`src/rtl/pc_seq_pkg.sv`:
```
// pc_seq_pkg: shared state, cause and vector definitions for pc_sequencer.
// Optional perf counter is enabled by PC_SEQ_PERF_EN in the top.
package pc_seq_pkg;

   typedef enum logic [1:0] {
      BOOT,
      RUN,
      TRAP_BUB
   } state_t;

   localparam logic [3:0]  CAUSE_MISALIGN = 4'd1;
   localparam logic [31:0] RESET_VECTOR   = 32'h0000_0000;
   localparam logic [31:0] TRAP_VECTOR    = 32'h0000_0080;

   function automatic logic misaligned(input logic [31:0] a);
      return a[1:0] != 2'b00;
   endfunction

endpackage

```
`src/rtl/pc_next_sel.sv`:
```
// pc_next_sel: priority next-PC select with misaligned-target trap detect.
// Purely combinational; the top decides when the result is used.
module pc_next_sel
   import pc_seq_pkg::*;
(
   input  logic [31:0] pc,
   input  logic [31:0] epc,
   input  logic        stall,
   input  logic        branch_taken,
   input  logic [31:0] branch_target,
   input  logic        jump,
   input  logic [31:0] jump_target,
   input  logic        eret,
   input  logic        trap_req,
   input  logic [3:0]  trap_cause_in,
   output logic [31:0] next_pc,
   output logic        take_trap,
   output logic [3:0]  trap_cause
);

   logic sel_jump;
   logic sel_branch;
   logic misalign;

   // Only the target that would actually win can fault.
   assign sel_jump   = !stall && !eret && jump;
   assign sel_branch = !stall && !eret && !jump && branch_taken;
   assign misalign   = (sel_jump && misaligned(jump_target))
                    || (sel_branch && misaligned(branch_target));

   always_comb begin
      next_pc    = pc + 32'd4;
      take_trap  = 1'b0;
      trap_cause = trap_cause_in;
      if (misalign) begin
         take_trap  = 1'b1;
         trap_cause = CAUSE_MISALIGN;
         next_pc    = TRAP_VECTOR;
      end else if (trap_req) begin
         take_trap  = 1'b1;
         next_pc    = TRAP_VECTOR;
      end else if (stall) begin
         next_pc    = pc;
      end else if (eret) begin
         next_pc    = epc;
      end else if (jump) begin
         next_pc    = jump_target;
      end else if (branch_taken) begin
         next_pc    = branch_target;
      end
   end

endmodule

```
`src/rtl/pc_sequencer.sv`:
```
// pc_sequencer: PC register, boot/trap bubble FSM, epc/cause capture.
// Define PC_SEQ_PERF_EN to add the instret retired-fetch counter.
module pc_sequencer
   import pc_seq_pkg::*;
(
   input  logic        clk,
   input  logic        reset,
   input  logic        stall,
   input  logic        branch_taken,
   input  logic [31:0] branch_target,
   input  logic        jump,
   input  logic [31:0] jump_target,
   input  logic        eret,
   input  logic        trap_req,
   input  logic [3:0]  trap_cause_in,
   output logic [31:0] pc_out,
   output logic        fetch_valid,
   output logic [31:0] epc,
   output logic [3:0]  cause,
   output logic        trap_ack
`ifdef PC_SEQ_PERF_EN
   ,
   output logic [31:0] instret
`endif
);

   state_t      state;
   logic [31:0] next_pc;
   logic        take_trap;
   logic [3:0]  trap_cause;

   pc_next_sel u_sel (
      .pc            (pc_out),
      .epc           (epc),
      .stall         (stall),
      .branch_taken  (branch_taken),
      .branch_target (branch_target),
      .jump          (jump),
      .jump_target   (jump_target),
      .eret          (eret),
      .trap_req      (trap_req),
      .trap_cause_in (trap_cause_in),
      .next_pc       (next_pc),
      .take_trap     (take_trap),
      .trap_cause    (trap_cause)
   );

   // State updates on the falling edge; requests outside RUN are dropped.
   always_ff @(negedge clk or negedge reset) begin
      if (!reset) begin
         state       <= BOOT;
         pc_out      <= RESET_VECTOR;
         fetch_valid <= 1'b0;
         epc         <= 32'd0;
         cause       <= 4'd0;
         trap_ack    <= 1'b0;
      end else begin
         unique case (state)
            RUN: begin
               pc_out <= next_pc;
               if (take_trap) begin
                  epc         <= pc_out;
                  cause       <= trap_cause;
                  trap_ack    <= 1'b1;
                  fetch_valid <= 1'b0;
                  state       <= TRAP_BUB;
               end else begin
                  trap_ack    <= 1'b0;
               end
            end
            BOOT, TRAP_BUB: begin
               state       <= RUN;
               fetch_valid <= 1'b1;
               trap_ack    <= 1'b0;
            end
            default: begin
               state       <= BOOT;
               fetch_valid <= 1'b0;
               trap_ack    <= 1'b0;
            end
         endcase
      end
   end

`ifdef PC_SEQ_PERF_EN
   always_ff @(negedge clk or negedge reset) begin
      if (!reset)
         instret <= 32'd0;
      else if (state == RUN && !stall && !take_trap)
         instret <= instret + 32'd1;
   end
`endif

endmodule

```
`config.mk`:
```
export PLATFORM = sky130hd
export DESIGN_NAME = pc_sequencer
export DESIGN_NICKNAME = d
export VERILOG_FILES = /design/src/rtl/pc_seq_pkg.sv /design/src/rtl/pc_next_sel.sv /design/src/rtl/pc_sequencer.sv
export SDC_FILE = /design/constraint.sdc
export NUM_CORES = 1
export LEC_CHECK = 0
export CAP_MARGIN = 5
export CELL_PAD_IN_SITES_DETAIL_PLACEMENT = 1
export CELL_PAD_IN_SITES_GLOBAL_PLACEMENT = 1
export CORE_MARGIN = 2
export CORE_UTILIZATION = 39
export CTS_CLUSTER_SIZE = 28
export DETAILED_ROUTE_END_ITERATION = 10
export PLACE_DENSITY = 0.87
export SYNTH_ARGS = -nofsm -noshare
export SYNTH_HDL_FRONTEND = slang
export SYNTH_HIERARCHICAL = 1
export SYNTH_SLANG_ARGS = --single-unit
```
`constraint.sdc`:
```
create_clock -name clk -period 6.3 [get_ports clk]
set_clock_uncertainty 0.2 [all_clocks]
set_input_delay 1.26 -clock clk [delete_from_list [all_inputs] [get_ports clk]]
set_output_delay 1.26 -clock clk [all_outputs]
set_load 0.02 [all_outputs]
```
Word-level counts from Yosys, hierarchy flattened --
Cells that the tools add are included.
Storage, ports and cells: input port bits 75, logic and storage cells 42, register bits 72
Operators by class: $add $sub $neg 1, eq/ne operators 4, reduce and logical (&&, ||, !) cells 16, muxes and demuxes 15
Operators by type and width (count):
- $mux W32 | 6
- $add A32 B3 Y32 const B | 1
- $logic_and A1 B1 Y1 | 6
- $mux W1 | 5
- $mux W4 | 1
- $pmux W2 S2 | 1
- $reduce_and A2 Y1 | 2
- $reduce_bool A2 Y1 | 2
- $logic_not A1 Y1 | 3
- $ne A3 B1 Y1 const B | 1
- $eq A2 B1 Y1 const B | 1
- $eq A2 B2 Y1 const B | 1
- $logic_not A2 Y1 | 1
- $mux W2 | 1
- $ne A2 B2 Y1 const B | 1
- $pmux W1 S2 | 1
- $reduce_or A2 Y1 | 1
- $logic_or A1 B1 Y1 | 1

Depth between registers and ports, before layout --
Gate-level depths: netlist (run 1).
depth in word-level cells 9, depth in mapped cells 11

Hierarchy --
The synthesis (run 1) kept the hierarchy.
By module, submodules not included:
- pc_sequencer | cells an instance 155, area each 2750.1 µm², seq. area each 1801.7 µm², instances 1
- pc_next_sel | cells an instance 350, area each 2100.8 µm², seq. area each 0.0 µm², instances 1

==> out/qor.csv, run 1 <==
stage,metric,value,unit
clocking,cts.path.max_buffers,2,
power,power_switching_share,38.7,%
power,intPower,1570,µW
sta,max_slew_margin,20.1,%
global_route,grt.total_usage,31.6,%
final_layout,areaGrowthSynthToFinish,50.5,%
power,p_leak,0.00309,µW
worst_setup_path,timing.rr.end,pc_out[27],
floorplan,fp.dieArea,13300,µm²
routing,ant_nets,0,
power,switchingPower,993,µW
final_layout,fin_nets,774,
sta,setup-violations-final,0,
synth,synth_area_leaders,"dfrtn_1 37%, mux2_2 11%, mux2_4 5.6%",
synth,syn-mean-instance-area,9.61,µm²
synth,synth_area,4850,µm²
power,max-vdd-ir-drop,148,µV
worst_setup_path,ff2ff_setup_slack,3.02,ns
clocking,clock_latency,0.35,ns
clocking,path_clk_slew,0.05,ns
sta,tightest_slew,1.19,ns
routing,viasPerCell,6.13,
clocking,cts_tree,built,
routing,vias,5327,
synth,yosysWarningCount,6,
global_route,antenna_found_initial,0,
final_layout,utilization,60.5,%
synth,yosysTopAreaCell,dfrtn_1,
clocking,clock-sinks,72,
worst_setup_path,cpMaxStageDelayCell,a311oi_1,
worst_setup_path,cp_max_fo,13,
worst_setup_path,path_class,in -> reg,
synth,yosysMostFrequentCell,dfrtn_1,
worst_setup_path,worstPathRequired,3.13,ns
synth,synth_edf_count,0,
worst_setup_path,cp_num_buf_inv,2,
synth,synthXorXnorAreaFrac,2.53,%
power,power_frac_clock,19.2,%
synth,yosysUniqueCellTypes,59,
worst_setup_path,critPathMaxStageDelay,0.35,ns
clocking,cts.htree.levels,3,
power,power,2560,µW
floorplan,rows,40,
worst_setup_path,crit_top_cell,o22ai_1,
routing,drc_errors,0,
synth,synth_top_family_by_area,multiplexers,
worst_setup_path,arrival,3.11,ns
status,status,"complete, no violations",
synth,yosys-mux-area-fraction,20.1,%
clocking,root_buffer,clkbuf_16,
global_route,overflow,0,
global_route,grt_pass1_wl,32000,µm
final_layout,antenna_cells,0,
power,power_density,351,nW/µm²
floorplan,fp.coreArea,12100,µm²
global_route,grt_max_degree,38,
final_layout,stdcell_area,7300,µm²
power,pwr-share-comb,48.4,%
worst_hold_path,hold_path.class,reg -> reg,
routing,routed_wirelength,21300,µm
synth,ys_dominant_reg_cell,dfrtn_1,
worst_setup_path,endpoint_kind,register,
synth,synth_fa_ha_area_share,0.258,%
floorplan,die_y,116,µm
synth,ys_seq_area_share,37.1,%
worst_setup_path,r2r_cells,7,
synth,syn_inst,505,
floorplan,die_width,116,µm
synth,synthTopCellsByCount,"72 x dfrtn_1, 49 x mux2_2, 43 x nand2_1",
sta,finalHoldViolCount,0,
worst_setup_path,path_cells,"dlygate4sd2_1, buf_12, nor2b_1, a221oi_1, o22ai_1, a311oi_1, o22ai_1, mux2_1",
routing,drt_iter0_markers,497,
synth,synthesis.nets,581,
synth,async_flop_share,100,%
final_layout,fillers,1354,
synth,synth_top_area_share,37.1,%
synth,synth_compound_area_share,18.9,%
run,maxCapViolCount,0,
worst_setup_path,start_kind,input pin,
routing,dr.pass1.iters,5,
placed_design,postPlaceCellArea,6910,µm²
worst_hold_path,whs_path_depth,1,
clocking,numCtsBuffers,9,
worst_hold_path,worst_hold_startpoint,state[0],
routing,post_drt_wl_per_cell,24.5,µm
placed_design,place.gp.congestion,0.931,
worst_hold_path,hold_end,state[0],
placed_design,portBuffers,144,
worst_setup_path,critPathTopFamily,compound AO/OA/AOI/OAI gates,
final_layout,drive_above_1_share,25.4,%
synth,yosys.area_share.simple,15.6,%
placed_design,place_hpwl,14900,µm
worst_setup_path,r2r_start,pc_out[4],
floorplan,ios,145,
floorplan,start_util,40.2,%
synth,ys_ff_latch,72,
clocking,holdBufCountCts,0,
sta,final-max-slew-violation-count,0,
global_route,grt_pass1_vias,5718,
power,p_seq_share,32.4,%
-- repair_timing --
item                       4_1_cts  5_1_grt
setup endpoints to repair       60       45
pin swaps                        0        5
buffers inserted                 1        1
gates resized for setup         13       17
cloned                           1        1
-- registers in the layout, summed over array words and instances, names as in the netlist --
register / cells
pc_out: 32
trap_ack: 1
epc: 32
cause: 4
fetch_valid: 1
state: 2
-- cells by family after synthesis --
logic type,count (synthesis)
multiplexers,82
adder cells (fa/ha/maj),1
AO/OA/AOI/OAI,137
buffers and inverters,52
flip-flops,72
XOR/XNOR,14
AND/OR/NAND/NOR,147
-- power groups by stage --
stage / clock network, µW / logic, µW / registers [µW]
after floorplan: 0 / 430 / 991
after detailed placement: 0 / 1190 / 828
final: 492 / 1240 / 831
after global placement: 0 / 1140 / 816
after CTS: 495 / 1210 / 824
after global routing: 511 / 1300 / 853
-- worst max path at each step --
stage                                start          to  slack (ns)  cells after the start
final                                 jump  pc_out[27]        0.02                      8
after global routing            pc_out[13]  pc_out[13]      -0.004                      1
after global placement               stall     epc[14]       -0.44                      8
after detailed placement             stall     epc[22]       -0.60                      8
after floorplan                       eret     epc[13]       -0.10                     11
after CTS                 branch_target[0]      epc[4]        0.02                     10
-- metrics by stage --
step | cells | setup TNS (ns) | setup WS, ns | hold WS, ns
4_1_cts | 867 | 0 | 0.0188 | 0.199
6_report | 869 | 0 | 0.0235 | 0.224
3_3_place_gp | 851 | -24.34 | -0.435 | 0.159
2_1_floorplan | 505 | -1.82 | -0.101 | 0.137
3_5_place_dp | 851 | -33.45 | -0.602 | 0.204
5_1_grt | 869 | -0.0138 | -0.00393 | 0.240
-- per-layer routing --
layer | GRT usage, % | part of all wire [%] | routed length (µm) | vias to the layer above
met5 | 0 | 0 | 0 | -
met4 | 16.5 | 4.0 | 854 | 0
met3 | 5.70 | 8.1 | 1730 | 77
met2 | 52.3 | 49 | 10400 | 323
met1 | 39.4 | 39 | 8290 | 2637
li1 | - | - | - | 2290
-- final cells by class --
class | count | area, µm² | area share, %
Clock buffer | 14 | 274 | 3.75
Inverter | 14 | 55.1 | 0.754
Multi-Input combinational cell | 381 | 2840 | 38.9
Sequential cell | 72 | 1800 | 24.7
Tap cell | 168 | 210 | 2.88
Timing Repair Buffer | 220 | 2120 | 29.0
-- layout by cell type (no fill, tap or decap), types with 8 or more instances in the layout --
| master | netlist | routed |
|---|---|---|
| clkdlybuf4s50_1 | 0 | 136 |
| dfrtn_1 | 72 | 72 |
| buf_4 | 0 | 66 |
| mux2_2 | 49 | 48 |
| nand2_1 | 43 | 43 |
| o21ai_0 | 31 | 29 |
| nor2_1 | 27 | 26 |
| a21oi_1 | 22 | 22 |
| mux2_4 | 18 | 19 |
| o22ai_1 | 20 | 18 |
| nor3_1 | 18 | 17 |
| mux2i_1 | 13 | 13 |
| a211oi_1 | 13 | 13 |
| nand3_1 | 12 | 12 |
| inv_1 | 11 | 11 |
| clkbuf_16 | 0 | 10 |
| nand2b_1 | 8 | 8 |
| a31oi_1 | 8 | 8 |
Note: power is estimated with default switching activity, not from simulation.
==> inputs of run 2 (changes only) <==
SLEW_MARGIN = 20   (was not set)
==> results of run 2 <==
Final layout, timing and power as in run 1 (identical DEF).
==> inputs of run 3 (changes only) <==
REMOVE_ABC_BUFFERS = 1   (was not set)
==> out/qor.csv, run 3 (synthesized netlist as in run 1, its figures left out) <==
stage,metric,value,unit
worst_setup_path,path_class,in -> reg,
placed_design,place.gp.congestion,0.997,
routing,vias,5411,
power,p_leak,0.00308,µW
floorplan,die_width,116,µm
sta,finalSetupTns,-0.00564,ns
final_layout,fin_nets,769,
sta,setup_ws,-0.00494,ns
clocking,clock_latency,0.34,ns
routing,ant_nets,0,
worst_setup_path,arrival,3.14,ns
final_layout,utilization,60.8,%
routing,drt_iter0_markers,442,
global_route,grt.total_usage,31.1,%
floorplan,rows,40,
worst_hold_path,whs_path_depth,1,
run,maxCapViolCount,0,
routing,post_drt_wl_per_cell,24.8,µm
sta,fin_hold_ws,0.204,ns
sta,setup-violations-final,2,
worst_setup_path,cp_max_fo,5,
clocking,cts_tree,built,
floorplan,fp.coreArea,12100,µm²
clocking,clock-sinks,72,
floorplan,start_util,40.2,%
routing,routed_wirelength,21500,µm
worst_hold_path,hold_path.class,reg -> reg,
final_layout,reg_top3,"epc x32, pc_out x32, cause x4",
worst_setup_path,r2r_cells,7,
clocking,cts.htree.levels,3,
power,power,2610,µW
floorplan,fp.dieArea,13300,µm²
final_layout,final_common_cell,clkdlybuf4s50_1,
worst_setup_path,crit_path_start,trap_req,
sta,max_slew_margin,50.8,%
clocking,path_clk_slew,0.05,ns
floorplan,ios,145,
worst_setup_path,r2r_start,pc_out[7],
sta,finalHoldViolCount,0,
placed_design,dp_slack,-0.603,ns
final_layout,antenna_cells,0,
routing,dr.pass1.iters,5,
worst_setup_path,endpoint_kind,register,
final_layout,fillers,1325,
worst_hold_path,worst_hold_startpoint,state[0],
final_layout,layout_common_cells,"135 x clkdlybuf4s50_1, 72 x dfrtn_1, 61 x buf_4, 49 x mux2_2, 43 x nand2_1",
worst_setup_path,worstPathRequired,3.14,ns
clocking,holdBufCountCts,0,
global_route,grt_pass1_wl,31700,µm
final_layout,drive_above_1_share,25.9,%
status,violations,negative setup slack,
worst_setup_path,start_kind,input pin,
worst_setup_path,ff2ff_setup_slack,3.36,ns
global_route,grt_pass1_vias,5580,
clocking,root_buffer,clkbuf_16,
power,max-vdd-ir-drop,174,µV
placed_design,place_hpwl,14000,µm
routing,viasPerCell,6.25,
final_layout,areaGrowthSynthToFinish,51.2,%
clocking,numCtsBuffers,9,
global_route,overflow,0,
placed_design,portBuffers,144,
global_route,antenna_found_initial,0,
global_route,grt_max_degree,41,
routing,drc_errors,0,
sta,final-max-slew-violation-count,0,
floorplan,die_y,116,µm
power,power_density,356,nW/µm²
sta,tightest_slew,0.732,ns
clocking,cts.path.max_buffers,2,
status,status,"complete, but fails checks",
run 3: cell type report:
class                   instances  area, µm²  share of cell area [%]
flip-flops and latches         72       1800                    24.6
clock buffers                  11        253                    3.45
repair buffers                215       2090                    28.5
well taps                     168        210                    2.87
multi-input cells             381       2870                    39.1
clock inverters                 5       55.1                   0.751
inverters                      14       52.6                   0.716
run 3: timing repair:
action                     4_1_cts  5_1_grt
pin swaps                        3        4
resized for setup               22       16
setup buffers                    4        5
cloned                           1        1
setup endpoints to repair       68       58
run 3: worst paths after layout:
kind | to
hold / removal | state[0]
min in group asynchronous | pc_out[18]
setup reg to reg | pc_out[23]
setup / recovery | pc_out[7]
hold reg to reg | state[0]
max in group asynchronous | epc[3]
run 3: worst max-delay path, cell delays in order:
cell and delay (ns):
clkdlybuf4s50_1 0.60, nor2_4 0.24, inv_2 0.07, buf_4 0.15, buf_12 0.13, buf_4 0.13, a21oi_1 0.18, o31ai_1 0.11
mux2_2 0.27
run 3: metrics by stage:
step	cells	area, µm²
after global routing	866	7330
after CTS	861	7220
after detailed placement	840	6810
final	866	7330
after floorplan	467	4640
after global placement	840	6810
run 3: power by group:
part	total (µW)	switching [µW]	internal (µW)	leakage, µW
registers	839	205	633	0.000947
logic	1240	599	636	0.00198
clock network	537	209	327	0.000148
total	2610	1010	1600	0.00308
run 3: layer usage:
metal,track usage (%),wire [µm],up-vias
li1,-,-,2274
met1,39.0,8290,2717
met2,53.6,10700,345
met4,12.3,821,0
met3,5.02,1670,75
met5,0,0,-
